**src/rtl/antilog_expander32_pkg.sv**
```systemverilog
// antilog_expander32_pkg: widths, state encoding and stage count shared by the antilog expander.
package antilog_expander32_pkg;
    localparam int NUM_LENGTH = 32;
    localparam int K_LENGTH = 5;
    localparam int M1_LENGTH = 8;
    localparam logic [2:0] NUM_STAGES = 3'd5;
    typedef enum logic [1:0] {IDLE, SHIFT, DONE} state_t;
endpackage

```
**src/rtl/antilog_expander32.sv**
```systemverilog
// antilog_expander32: rebuilds (1.m1) * 2^k as a 32-bit integer with a serial 16/8/4/2/1 right shifter.
module antilog_expander32
    import antilog_expander32_pkg::*;
(
    input  logic                  clk,
    input  logic                  rst,
    input  logic                  in_valid,
    output logic                  in_ready,
    input  logic [K_LENGTH-1:0]   in_k,
    input  logic [M1_LENGTH-1:0]  in_m1,
    input  logic                  in_zero,
    output logic                  out_valid,
    input  logic                  out_ready,
    output logic [NUM_LENGTH-1:0] out_num,
    output logic                  out_exact
);
    state_t                r_state;
    logic [2:0]            r_stage;
    logic [NUM_LENGTH-1:0] r_acc;
    logic [K_LENGTH-1:0]   r_kinv;
    logic                  r_sticky;
    logic                  r_zero_q;
    logic [4:0]            w_amt;
    logic [NUM_LENGTH-1:0] w_mask;
    logic                  w_do;

    assign w_amt  = 5'd16 >> r_stage;
    assign w_do   = |(r_kinv & (5'b10000 >> r_stage));
    assign w_mask = (32'd1 << w_amt) - 32'd1;

    assign in_ready  = (r_state == IDLE) && !rst;
    assign out_valid = (r_state == DONE);
    // Outputs are gated to zero outside DONE so reset and aborted requests never show stale data.
    assign out_num   = (out_valid && !r_zero_q) ? r_acc : '0;
    assign out_exact = out_valid && (r_zero_q || !r_sticky);

    always_ff @(posedge clk) begin
        if (rst) begin
            r_state  <= IDLE;
            r_stage  <= '0;
            r_acc    <= '0;
            r_kinv   <= '0;
            r_sticky <= 1'b0;
            r_zero_q <= 1'b0;
        end else begin
            case (r_state)
                IDLE: if (in_valid) begin
                    r_acc    <= {1'b1, in_m1, {(NUM_LENGTH-M1_LENGTH-1){1'b0}}};
                    r_kinv   <= ~in_k;
                    r_sticky <= 1'b0;
                    r_zero_q <= in_zero;
                    r_stage  <= '0;
                    r_state  <= SHIFT;
                end
                SHIFT: begin
                    if (w_do) begin
                        r_acc    <= r_acc >> w_amt;
                        r_sticky <= r_sticky | (|(r_acc & w_mask));
                    end
                    r_stage <= (r_stage == NUM_STAGES - 3'd1) ? 3'd0 : r_stage + 3'd1;
                    if (r_stage == NUM_STAGES - 3'd1) r_state <= DONE;
                end
                DONE: if (out_ready) r_state <= IDLE;
                default: r_state <= IDLE;
            endcase
        end
    end
endmodule
```
**config.mk**
```make
export PLATFORM = sky130hd
export DESIGN_NAME = antilog_expander32
export DESIGN_NICKNAME = d
export VERILOG_FILES = /design/src/rtl/antilog_expander32_pkg.sv /design/src/rtl/antilog_expander32.sv
export SDC_FILE = /design/constraint.sdc
export NUM_CORES = 1
export LEC_CHECK = 0
export ABC_AREA = 0
export CORE_MARGIN = 4
export CORE_UTILIZATION = 30
export DETAILED_ROUTE_END_ITERATION = 12
export GPL_ROUTABILITY_DRIVEN = 0
export HOLD_SLACK_MARGIN = 0.05
export MAX_ROUTING_LAYER = met4
export SYNTH_ARGS = -nofsm -noshare
export SYNTH_HDL_FRONTEND = slang
export SYNTH_SLANG_ARGS = --single-unit
```
**constraint.sdc**
```tcl
create_clock -name clk -period 3.6 [get_ports clk]
set_input_delay 0.72 -clock clk [delete_from_list [all_inputs] [get_ports clk]]
set_output_delay 0.72 -clock clk [all_outputs]
set_load 0.02 [all_outputs]
```
==> results.sh <==
export IMPL_cts_tree="yes"
export IMPL_arrival_ns=3.27
export IMPL_path_cells="ha_1, ha_1, buf_4, or3_1, ha_1, nor2b_1, and3_1, a21oi_1, o22ai_1, a221oi_1, a31oi_1"
export IMPL_cp_depth=11
export IMPL_cts_buffers=5
export IMPL_fin_setup_tns_ns=0
export IMPL_reg2regPathDepth=11
export IMPL_grt_pass1_vias=4583
export IMPL_p_leak_uw=0.00185
export IMPL_hp_class="reg2reg"
export IMPL_slew_headroom=0.260
export IMPL_fin_ws_ns=0.502
export IMPL_ir_worst_vdd_v=0.000177
export IMPL_whs_ns=0.506
export IMPL_fill_cells=1417
export IMPL_rsz0062_at_grt="no"
export IMPL_syn_instance_count=562
export IMPL_rrSetupSlack_ns=0.50
export IMPL_final_nets=605
export IMPL_grt_pass1_wl_um=25600
export IMPL_syn_to_final_growth_pct=18.0
export IMPL_die_area_um2=16300
export IMPL_clock_fmax_mhz=323
export IMPL_start_kind="flip-flop"
export IMPL_ctsResizeCount=0
export IMPL_worstReg2RegStart="r_stage[0]"
export IMPL_cp_num_buf_inv=1
export IMPL_met1_usage=0.271
export IMPL_synthDistinctLibCells=69
export IMPL_maxCapViolations=0
export IMPL_clk_path_buf_depth=2
export IMPL_clock_insertion_delay_worst_skew_ns=0.30
export IMPL_grt_util_met3=0.0284
export IMPL_vias_per_cell=6.24
export IMPL_clk_pin_slew_ns=0.06
export IMPL_grt_start_max_net_pins=41
export IMPL_grt_use_met2=0.306
export IMPL_grt_busiest_layer="met2"
export IMPL_hold_viol_final=0
export IMPL_end_kind="flip-flop"
export IMPL_antenna_found_initial=0
export IMPL_drc_errors=0
export IMPL_multi_input_area_um2=3050
export IMPL_grt_ovfl_total=0
export IMPL_synth_nets=586
export IMPL_grt_total_usage=0.204
export IMPL_fin_skew_ns=0.00694
export IMPL_cts_sinks=44
export IMPL_cts_setup_buffers=0
export IMPL_period_share=0.860
export IMPL_ys_ff_latch=44
export IMPL_start_util=0.307
export IMPL_endpoint="r_sticky"
export IMPL_synth_edf_count=0
export IMPL_cts_htree_levels=2
export IMPL_dieWidth_um=127
export IMPL_layout_drive_gt1_share=0.0911
export IMPL_maxSlewViolCount=0
export IMPL_ctsHoldBuffers=0
export IMPL_regArea_um2=881
export IMPL_ant_nets=0
export IMPL_crit_top_cell="ha_1"
export IMPL_status="complete, no violations"
export IMPL_hpwl_um=11700
export IMPL_rows=43
export IMPL_io_pins=53
export IMPL_cpMaxStageDelayCell="ha_1"
export IMPL_cp_top_family="adder cells"
export IMPL_syn_area_per_cell_um2=7.62
export IMPL_syn_area_um2=4280
export IMPL_ys_warn_count=0
export IMPL_die_height_um=127
export IMPL_core_area_um2=13900
export IMPL_path_class="reg2reg"
export IMPL_worstPathRequired_ns=3.77
export IMPL_avgRoutedWirePerCell_um=21.4
export IMPL_finalWirelength_um=16300
export IMPL_ys_seq_area_frac=0.206
export IMPL_async_flop_share=0
export IMPL_root_buffer="clkbuf_16"
export IMPL_place_ws_ns=0.625
export IMPL_crit_start="r_stage[0]"
export IMPL_dr_first_iter_drc_count=785
export IMPL_port_buffers=52
export IMPL_setup_violations=0
export IMPL_worst_path_max_fanout=27
export IMPL_firstDrtPassIters=6
export IMPL_period_needed_ns=3.10
export IMPL_critPathMaxStageDelay_ns=0.57
export IMPL_power_density_nw_per_um2=282
export IMPL_worstMarginPinSlew_ns=1.11
export IMPL_rr_endpoint="r_sticky"
export IMPL_vias=4754
export IMPL_diodes=0
export IMPL_synth_ff_type="dfxtp_1"
## cell usage after synthesis, types with 6 or more instances
| library cell | instances | area [um2] |
|---|---|---|
| nor2_1 | 55 | 206 |
| nand2_1 | 47 | 176 |
| mux2i_1 | 46 | 460 |
| dfxtp_1 | 44 | 881 |
| and2_1 | 37 | 231 |
| a21oi_1 | 30 | 150 |
| o21ai_0 | 27 | 135 |
| buf_2 | 24 | 120 |
| clkbuf_1 | 23 | 86.3 |
| inv_1 | 14 | 52.6 |
| a22oi_1 | 13 | 97.6 |
| a211oi_1 | 12 | 90.1 |
| nand3_1 | 11 | 55.1 |
| o22ai_1 | 10 | 62.6 |
| a221oi_1 | 9 | 78.8 |
| mux2_2 | 9 | 101 |
| nand2b_1 | 9 | 56.3 |
| nor2b_1 | 9 | 56.3 |
| a222oi_1 | 8 | 80.1 |
| and3_1 | 8 | 50.1 |
| mux4_2 | 7 | 158 |
| o211ai_1 | 7 | 52.6 |
| a31oi_1 | 6 | 37.5 |
| ha_1 | 6 | 75.1 |
| nor3_1 | 6 | 30.0 |
## metrics by stage
step	util	power (uW)	cells	cell area, um2
2_1_floorplan	-	768	562	4280
3_3_place_gp	0.350	868	754	4880
3_5_place_dp	0.350	872	754	4880
4_1_cts	0.363	1420	762	5050
5_1_grt	0.363	1470	762	5050
6_report	0.363	1420	762	5050
## worst reg2reg max path, stage by stage, from the launching register on
cell and delay (ns):
dfxtp_1 0.41, ha_1 0.18, ha_1 0.16, buf_4 0.29, or3_1 0.19, ha_1 0.57, nor2b_1 0.20, and3_1 0.23
a21oi_1 0.13, o22ai_1 0.12, a221oi_1 0.38, a31oi_1 0.13
## power breakdown
| group | internal [uW] | total, uW | switching, uW | leakage, uW |
|---|---|---|---|---|
| clock | 348 | 552 | 205 | 0.0000871 |
| sequential | 507 | 547 | 40.1 | 0.000358 |
| combinational | 127 | 325 | 198 | 0.00141 |
| total | 982 | 1420 | 442 | 0.00185 |
## layout by cell type (no fill, tap or decap), types with 6 or more instances in the layout
master	count
a211oi_1	12
a21oi_1	30
a221oi_1	9
a222oi_1	8
a22oi_1	13
a31oi_1	6
and2_1	37
and3_1	8
buf_4	19
clkdlybuf4s50_1	52
dfxtp_1	44
inv_1	14
mux2_2	9
mux2i_1	46
mux4_2	7
nand2_1	47
nand2b_1	9
nand3_1	11
nor2_1	55
nor2b_1	9
nor3_1	6
o211ai_1	7
o21ai_0	27
o22ai_1	10
## sequential cells by signal, indices dropped and copies added, names as in the netlist
signal / cells
r_state: 2
r_zero_q: 1
r_kinv: 5
r_sticky: 1
r_stage: 3
r_acc: 32
## layout make-up
cell class                 count  area share
tap                          180      0.0446
multi-input combinational    444       0.604
timing repair buffer          71       0.131
clock inverter                 2     0.00768
inverter                      15      0.0111
clock buffer                   6      0.0275
sequential                    44       0.174
## logic make-up (layout without fill, tap and decap cells)
kind of cell | Yosys count | count (layout) | synth area share
muxes | 63 | 63 | 0.171
buffers and inverters | 74 | 94 | 0.0838
DFF | 44 | 44 | 0.206
AOI/OAI and AO/OA | 176 | 176 | 0.291
adders and majority gates | 6 | 6 | 0.0175
xor gates and xnor gates | 1 | 1 | 0.00205
and+or+nand+nor | 198 | 198 | 0.228
## how the worst min path moves through the flow
stage,start,to,cells after the start
4_1_cts,r_kinv[1],r_kinv[1],2
3_5_place_dp,r_kinv[1],r_kinv[1],2
6_report,r_kinv[1],r_kinv[1],2
5_1_grt,r_kinv[1],r_kinv[1],2
3_3_place_gp,r_kinv[3],r_kinv[3],2
2_1_floorplan,r_acc[0],r_acc[0],2
## layer usage
| layer | share of wire | vias up |
|---|---|---|
| met2 | 0.44 | 333 |
| li1 | - | 2127 |
| met4 | 0.046 | 0 |
| met3 | 0.11 | 63 |
| met5 | 0 | - |
| met1 | 0.40 | 2231 |
(Power assumes the default switching activity.)
